--- config.mk ---
export PLATFORM = sky130hd
export DESIGN_NAME = pattern_scan_scheduler
export DESIGN_NICKNAME = d
export VERILOG_FILES = /design/src/rtl/pattern_sched_pkg.sv /design/src/rtl/rr_arbiter.sv /design/src/rtl/pattern_scan_scheduler.sv
export SDC_FILE = /design/constraint.sdc
export NUM_CORES = 1
export LEC_CHECK = 0
export BUFFER_PORTS_ARGS = -buffer_cell sky130_fd_sc_hd__buf_2
export CAP_MARGIN = 20
export CORE_MARGIN = 2
export CORE_UTILIZATION = 61
export CTS_BUF_LIST = sky130_fd_sc_hd__clkbuf_8
export DETAILED_ROUTE_END_ITERATION = 12
export PLACE_DENSITY = 0.88
export SETUP_SLACK_MARGIN = 0.3
export SYNTH_ARGS = -nofsm -noshare
export SYNTH_HDL_FRONTEND = slang
export SYNTH_SLANG_ARGS = --single-unit
export TNS_END_PERCENT = 10
--- constraint.sdc ---
create_clock -name clk -period 7.06 [get_ports clk]
set_input_delay 0.706 -clock clk [delete_from_list [all_inputs] [get_ports clk]]
set_output_delay 0.706 -clock clk [all_outputs]
set_load 0.005 [all_outputs]
--- src/rtl/pattern_sched_pkg.sv ---
// Shared types and width helpers for the pattern scan scheduler.
// ID_W and CNT_W are the widths for the default NREQ=4 and WORD_W=8.
package pattern_sched_pkg;

  typedef enum logic [1:0] {
    ST_IDLE   = 2'd0,
    ST_SHIFT  = 2'd1,
    ST_REPORT = 2'd2
  } state_e;

  function automatic int id_w(input int nreq);
    return (nreq > 1) ? $clog2(nreq) : 1;
  endfunction

  function automatic int cnt_w(input int word_w);
    return $clog2(word_w + 1);
  endfunction

  localparam int ID_W  = id_w(4);
  localparam int CNT_W = cnt_w(8);

endpackage

--- src/rtl/rr_arbiter.sv ---
// Round-robin arbiter: one-hot grant to the first requester at or after ptr,
// wrapping from NREQ-1 back to 0. NREQ must be a power of two.
module rr_arbiter #(
  parameter int NREQ = 4,
  parameter int IW   = 2
) (
  input  logic [NREQ-1:0] req,
  input  logic [IW-1:0]   ptr,
  output logic [NREQ-1:0] grant
);

  logic          found;
  logic [IW-1:0] idx;

  // Index arithmetic wraps for free because NREQ == 2**IW.
  always_comb begin
    grant = '0;
    found = 1'b0;
    idx   = '0;
    for (int k = 0; k < NREQ; k++) begin
      idx = ptr + IW'(k);
      if (!found && req[idx]) begin
        grant[idx] = 1'b1;
        found      = 1'b1;
      end
    end
  end

endmodule

--- src/rtl/pattern_scan_scheduler.sv ---
// Round-robin job scheduler. Each granted word is scanned MSB first, and the
// block reports how many times the configured bit pattern occurs in it.
module pattern_scan_scheduler
  import pattern_sched_pkg::*;
#(
  parameter int NREQ   = 4,
  parameter int WORD_W = 8,
  parameter int PAT_W  = 5
) (
  input  logic                        clk,
  input  logic                        rst,
  input  logic [NREQ-1:0]             req_valid,
  input  logic [NREQ*WORD_W-1:0]      req_data,
  output logic [NREQ-1:0]             req_ready,
  input  logic [PAT_W-1:0]            cfg_pattern,
  output logic                        res_valid,
  output logic [id_w(NREQ)-1:0]       res_id,
  output logic [cnt_w(WORD_W)-1:0]    res_count,
  output logic                        busy
);

  localparam int IW = id_w(NREQ);
  localparam int CW = cnt_w(WORD_W);
  localparam logic [CW-1:0] PAT_LEN    = CW'(PAT_W);
  localparam logic [CW-1:0] LAST_SHIFT = CW'(WORD_W - 1);

  logic [WORD_W-1:0] words [NREQ];

  for (genvar gi = 0; gi < NREQ; gi++) begin : g_unpack
    assign words[gi] = req_data[gi*WORD_W +: WORD_W];
  end

  state_e            state_q, state_d;
  logic [IW-1:0]     ptr_q, ptr_d;
  logic [WORD_W-1:0] data_q, data_d;
  logic [PAT_W-1:0]  pat_q, pat_d;
  logic [IW-1:0]     id_q, id_d;
  logic [PAT_W-1:0]  hist_q, hist_d;
  logic [CW-1:0]     nshift_q, nshift_d;
  logic [CW-1:0]     cnt_q, cnt_d;
  logic              res_valid_q, res_valid_d;
  logic [IW-1:0]     res_id_q, res_id_d;
  logic [CW-1:0]     res_count_q, res_count_d;

  logic [NREQ-1:0]   grant;
  logic [IW-1:0]     g_idx;
  logic              accept;
  logic              match;

  rr_arbiter #(.NREQ(NREQ), .IW(IW)) u_arb (
    .req   (req_valid),
    .ptr   (ptr_q),
    .grant (grant)
  );

  assign req_ready = (state_q == ST_IDLE && !rst) ? grant : '0;
  assign accept    = |(req_ready & req_valid);

  always_comb begin
    g_idx = '0;
    for (int k = 0; k < NREQ; k++) begin
      if (grant[k]) g_idx = IW'(k);
    end
  end

  always_comb begin
    state_d     = state_q;
    ptr_d       = ptr_q;
    data_d      = data_q;
    pat_d       = pat_q;
    id_d        = id_q;
    hist_d      = hist_q;
    nshift_d    = nshift_q;
    cnt_d       = cnt_q;
    res_valid_d = 1'b0;
    res_id_d    = res_id_q;
    res_count_d = res_count_q;
    match       = 1'b0;
    unique case (state_q)
      ST_IDLE: begin
        if (accept) begin
          state_d  = ST_SHIFT;
          data_d   = words[g_idx];
          pat_d    = cfg_pattern;
          id_d     = g_idx;
          ptr_d    = g_idx + IW'(1);
          hist_d   = '0;
          nshift_d = '0;
          cnt_d    = '0;
        end
      end
      ST_SHIFT: begin
        hist_d   = {hist_q[PAT_W-2:0], data_q[WORD_W-1]};
        data_d   = data_q << 1;
        nshift_d = nshift_q + CW'(1);
        // Only windows lying fully inside the current word may match.
        match    = (nshift_d >= PAT_LEN) && (hist_d == pat_q);
        cnt_d    = cnt_q + CW'(match);
        if (nshift_q == LAST_SHIFT) begin
          state_d     = ST_REPORT;
          res_valid_d = 1'b1;
          res_id_d    = id_q;
          res_count_d = cnt_d;
        end
      end
      ST_REPORT: begin
        state_d = ST_IDLE;
      end
      default: begin
        state_d = ST_IDLE;
      end
    endcase
  end

  always_ff @(posedge clk) begin
    if (rst) begin
      state_q     <= ST_IDLE;
      ptr_q       <= '0;
      data_q      <= '0;
      pat_q       <= '0;
      id_q        <= '0;
      hist_q      <= '0;
      nshift_q    <= '0;
      cnt_q       <= '0;
      res_valid_q <= 1'b0;
      res_id_q    <= '0;
      res_count_q <= '0;
    end else begin
      state_q     <= state_d;
      ptr_q       <= ptr_d;
      data_q      <= data_d;
      pat_q       <= pat_d;
      id_q        <= id_d;
      hist_q      <= hist_d;
      nshift_q    <= nshift_d;
      cnt_q       <= cnt_d;
      res_valid_q <= res_valid_d;
      res_id_q    <= res_id_d;
      res_count_q <= res_count_d;
    end
  end

  assign res_valid = res_valid_q;
  assign res_id    = res_id_q;
  assign res_count = res_count_q;
  assign busy      = (state_q != ST_IDLE);

endmodule

* Yosys cells after proc, flatten, opt, wreduce, memory -nomap -nowiden
Index checks and enable logic that the tools add are counted.
** Word-level totals
- Flip-flop bits (word level) :: 38
- Input port bits :: 43
- Output and inout bits :: 12
- Word-level logic and storage cells :: 101
** Cells by class
- Add/sub/neg operators :: 6
- Magnitude comparators :: 10
- Equal/unequal tests :: 5
- Muxes and demuxes :: 41
- Bitwise operators :: 6
- Reductions and logical operators :: 22
** Operators by type and width (count)
- $mux W4 :: 7
- $mux W8 :: 3
- $pmux W4 S2 :: 3
- $bmux W8 S2 :: 1
- $pmux W8 S2 :: 1
- $mux W1 :: 13
- $lt A2 B3 Y1 const B :: 4
- $or A4 B4 Y4 :: 3
- $logic_and A1 B1 Y1 :: 9
- $bmux W1 S2 :: 4
- $demux W1 S2 :: 4
- $ge A2 B1 Y1 const B :: 4
- $mux W2 :: 4
- $reduce_and A2 Y1 :: 4
- $eq A5 B5 Y1 :: 1
- $add A2 B1 Y2 const B :: 2
- $add A2 B2 Y2 const B :: 2
- $add A4 B1 Y4 :: 1
- $add A4 B1 Y4 const B :: 1
- $and A4 B4 Y4 :: 1
- $eq A4 B3 Y1 const B :: 1
- $ge A4 B3 Y1 const B :: 1
- $logic_not A1 Y1 :: 4
- $ne A2 B2 Y1 const B :: 2
- 9 further kinds :: 10

* Longest topological paths before layout
- Depth in word-level cells :: 21
- Mapped depth :: 12
- Depth with buffers taken out :: 11

* Cells and area by module
Synthesis repeated with hierarchy kept, for this count alone.
** Unflattened totals
- Cell total of the unflattened synthesis :: 265
- Area, all modules :: 2368.5 um^2
** By module, submodules not included
- pattern_scan_scheduler :: times used 1, cells each 229, area each 2030.7 um^2, sequential area each 760.7 um^2
- rr_arbiter :: times used 1, cells each 36, area each 337.8 um^2, sequential area each 0.0 um^2

* Worst setup path before layout
Ideal clock, no wire load.
- Path type :: register to output
- Start :: reg ptr_q[0]
- End :: out req_ready[2]
- Arrival time :: 2.545 ns
- Required time :: 6.354 ns
- Slack :: 3.809 ns
- Cell stages (with the launch flop) :: 10
- Buffers on the path :: 2
- Path through :: dfxtp_1 -> inv_1 -> ha_1 -> buf_2 -> or3b_1 -> a2111oi_4 -> or2_2 -> a221oi_2 -> buf_4 -> nor2_1
** Between the ends
- Word-level cells in the longest chain between the ends :: 13
- Elaborated cells between the ends (all ways) :: 48
- Classes of those cells :: add/sub (3); order compare (8); mux (24); bitwise (3); reduce/logical (10)
** Ends and longest elaborated chain
- from (decl) :: line pattern_scan_scheduler.sv:34 : logic [IW-1:0] ptr_q, ptr_d;
- from (signal assigned) :: line pattern_scan_scheduler.sv:130 : ptr_q <= ptr_d;
- branches (longest 11 deep; another with $lt A2 B3 Y1)
- $mux W4 (*) :: line rr_arbiter.sv:22 : if (!found && req[idx]) begin
- $mux W4 (*) :: line pattern_scan_scheduler.sv:56 : assign req_ready = (state_q == ST_IDLE && !rst) ? grant : '0;
- to (decl) :: line pattern_scan_scheduler.sv:14 : output logic [NREQ-1:0] req_ready,
Mark *: on every way between the ends. The select of a mux whose other input is x is not followed.

* Worst setup path after layout
- Start :: reg ptr_q[0]
- End :: reg nshift_q[3]
** Between the ends
- Word-level cells in the longest chain between the ends :: 17
- Elaborated cells between the ends (all ways) :: 52
- Classes of those cells :: add/sub (3); order compare (8); eq/ne (1); mux (24); bitwise (4); reduce/logical (12)
** Ends and longest elaborated chain
- branches (longest 11 deep; another with $lt A2 B3 Y1)
- $mux W4 (*) :: line rr_arbiter.sv:22
- $mux W4 (*) :: line pattern_scan_scheduler.sv:56
- $and A4 B4 Y4 (*) :: line pattern_scan_scheduler.sv:57 : assign accept = |(req_ready & req_valid);
- $reduce_or A4 Y1 (*) :: line pattern_scan_scheduler.sv:57
- $ne A2 B2 Y1 (no source line) (*)
- $reduce_and A2 Y1 (no source line) (*)
- to (signal assigned) :: line pattern_scan_scheduler.sv:135 : nshift_q <= nshift_d;
- to (decl) :: line pattern_scan_scheduler.sv:39 : logic [CW-1:0] nshift_q, nshift_d;
Marks and branches as above.
A chain may end at the register's enable or synchronous reset.

==> metrics.csv <==
stage,metric,value,unit
finish,share of post-route cells with drive strength above 1,0.277,
clock_network,Num CTS Buffers,5,
routing,vias per inst,6.32,
clock_network,total clock sinks,38,
logic_synthesis,Post-Syn Area,2540,um^2
finish,most frequent cells in the layout,"buf_2 (54), dfxtp_1 (38), a21oi_1 (26)",
placement,pre-CTS setup slack,2.78,ns
power_and_ir_drop,Cell Pwr Density,336,nW/um^2
routing,DR DRC count,0,
sta,Fin Hold WS,0.479,ns
placement,Post-Place Cells,370,
setup_path,critical setup path kind,register to register,
placement,# port buffers,54,
routing,routed via count,2389,
power_and_ir_drop,Leakage,1.15,nW
finish,Storage cell area,761,um^2
clock_network,clk_lat worst skew,0.30,ns
clock_network,TritonCTS clock tree,built,
clock_network,CTS Hold Buffers Added,0,
floorplanning,Initial Util,0.634,
clock_network,clk slew on worst S/H paths,0.08,ns
routing,drt first-iter violations,213,
sta,RSZ-0062 raised after global routing,no,
finish,Finished Layout Cells,378,
sta,FMAX,229,MHz
clock_network,number of setup buffers added after CTS,0,
power_and_ir_drop,VDD IR max,0.221,mV
power_and_ir_drop,Power Total,964,uW
placement,placed cell area,2770,um^2
min_path,HP Class,register to register,
setup_path,Critical Path End Type,register,
logic_synthesis,YS warnings,0,
clock_network,CTS root buffer,clkbuf_8,
logic_synthesis,Yosys reg bits,38,
routing,Final ANT Viol Nets,0,
sta,fin. max-slew vios,0,
setup_path,crit start category,register,
sta,setup TNS,0,ns
sta,Worst slew margin,0.283,
logic_synthesis,Synth top area share,0.300,
sta,"Hold Vio Cnt, Final",0,
job,max cap viols,0,
floorplanning,Std-Cell Rows,23,
logic_synthesis,"EDFF count, synth",0,
sta,Setup WS post-layout,2.70,ns
floorplanning,die height,68.5,um
finish,"commonest non-fill, non-tap cell in the layout",buf_2,
logic_synthesis,Netlist cell types,57,
setup_path,Critical Path RT,7.28,ns
grt,vias in the first global route,2107,
grt,grt ovf,0,
logic_synthesis,syn_nets,339,
logic_synthesis,"Seq/Total Area, Yosys",0.300,
floorplanning,Die W,68.5,um
grt,largest net degree at the start of global routing,36,
setup_path,crit path DAT,4.58,ns
logic_synthesis,Post-synth ARST share,0,
finish,n_diodes,0,
finish,Area growth syn-to-layout,12.9,%
sta,Tcrit/Tclk final,0.618,
grt,global-route wire length before repair,9670,um
finish,FILL cells,316,
logic_synthesis,cells after synthesis,286,
sta,clock skew,0.00738,ns
outcome,status,completed,
floorplanning,Die ar.,4690,um^2
routing,Pre-Repair DR Iteration Count,4,
finish,Multi-input gate area,1650,um^2
routing,Routed WL,6190,um
setup_path,crit path max fanout,23,
clock_network,Max Buffers Root-to-Sink,2,
sta,"Setup violations, final",0,
finish,Layout Utilization,0.716,
placement,routability cong.,0.915,
floorplanning,Core Footprint,4000,um^2
sta,Worst-Margin Slew,1.08,ns
sta,minimum clock period,4.36,ns
routing,DR WL/cell,16.4,um
logic_synthesis,largest cells by area after synthesis,"dfxtp_1 (30%), a21oi_1 (5.1%), ha_1 (4.9%), nand3_1 (4.3%), mux2_2 (3.6%)",
clock_network,post-cts resize count,0,
finish,# nets final,380,
logic_synthesis,"area leader, netlist",dfxtp_1,
placement,post-DP HPWL,4370,um
finish,"Design Area, Final",2860,um^2
grt,total track usage,0.277,
floorplanning,I/O pins,55,
grt,initial antenna violation count,0,
logic_synthesis,prevailing post-synth register cell,dfxtp_1,
logic_synthesis,syn_area_per_cell,8.87,um^2
clock_network,CTS H-tree depth,2,
-- Yosys cell counts, types with 2 or more instances --
master and instances:
buf_4 5, o2bb2ai_1 6, nand2b_1 2, nand3_1 22
or2_2 2, xor2_1 4, nor2_1 15, nor3_1 3
nor2b_1 5, or3b_1 2, ha_1 10, o21a_1 4
and3_1 10, mux4_2 3, xnor2_1 4, a31oi_2 2
a31oi_1 4, dfxtp_1 38, o21ai_1 10, o211a_1 2
mux2i_1 6, nand4_1 8, o221ai_1 3, a211oi_1 7
buf_2 6, a2111oi_4 2, mux2_2 8, a221o_1 3
o21ai_2 2, nand3b_1 3, clkbuf_1 9, and2_1 2
inv_1 6, nand2_1 20, a21oi_1 26
-- metal layers --
metal	GRT usage	share of wire	up-vias
met5	0	0	-
met3	0.0666	0.081	7
met2	0.457	0.47	97
met1	0.365	0.44	1129
li1	-	-	1156
met4	0.0625	0.0086	0
-- cells by family (layout without fill, tap and decap cells) --
| logic type | after synthesis | in the layout | synth area share |
|---|---|---|---|
| DFF | 38 | 38 | 0.300 |
| muxes | 18 | 18 | 0.0902 |
| and+or+nand+nor | 99 | 99 | 0.203 |
| AOI/OAI and AO/OA | 86 | 86 | 0.280 |
| xor gates and xnor gates | 8 | 8 | 0.0276 |
| adders and majority gates | 10 | 10 | 0.0493 |
| buffers and inverters | 27 | 69 | 0.0503 |
-- final cells by class --
class                   instances  share of cell area
clock buffers                   6              0.0288
clock inverters                 2             0.00306
inverters                       6             0.00786
multi-input cells             221               0.576
flip-flops and latches         38               0.266
well taps                      50              0.0218
repair buffers                 55              0.0970
-- state kept, by name, indices dropped and copies added, names as in the netlist --
name,count
cnt_q,4
data_q,8
hist_q,4
id_q,2
nshift_q,4
pat_q,5
ptr_q,2
res_count,4
res_id,2
res_valid,1
state_q,2
-- where the power goes --
part	switching [mW]	total, mW	internal (mW)
clock	0.0785	0.156	0.0774
sequential	0.0330	0.286	0.253
combinational	0.317	0.522	0.204
total	0.429	0.964	0.535
-- worst max-delay path, cell delays in order, from the launching register on --
cell and delay (ns):
dfxtp_1 0.58, inv_1 0.22, ha_1 0.50, mux4_2 0.58, nand2_1 0.08, o21ai_0 0.12, a221oi_2 0.76, a2bb2oi_2 0.79
nand3_2 0.33, a311oi_2 0.32
-- final timing paths --
check / from / to / slack [ns] / depth (start not counted)
setup / recovery: ptr_q[0] / nshift_q[3] / 2.70 / 9
setup reg to reg: ptr_q[0] / nshift_q[3] / 2.70 / 9
hold reg to reg: hist_q[2] / hist_q[3] / 0.48 / 2
hold / removal: hist_q[2] / hist_q[3] / 0.48 / 2
Note: power is estimated with default switching activity, not from simulation.
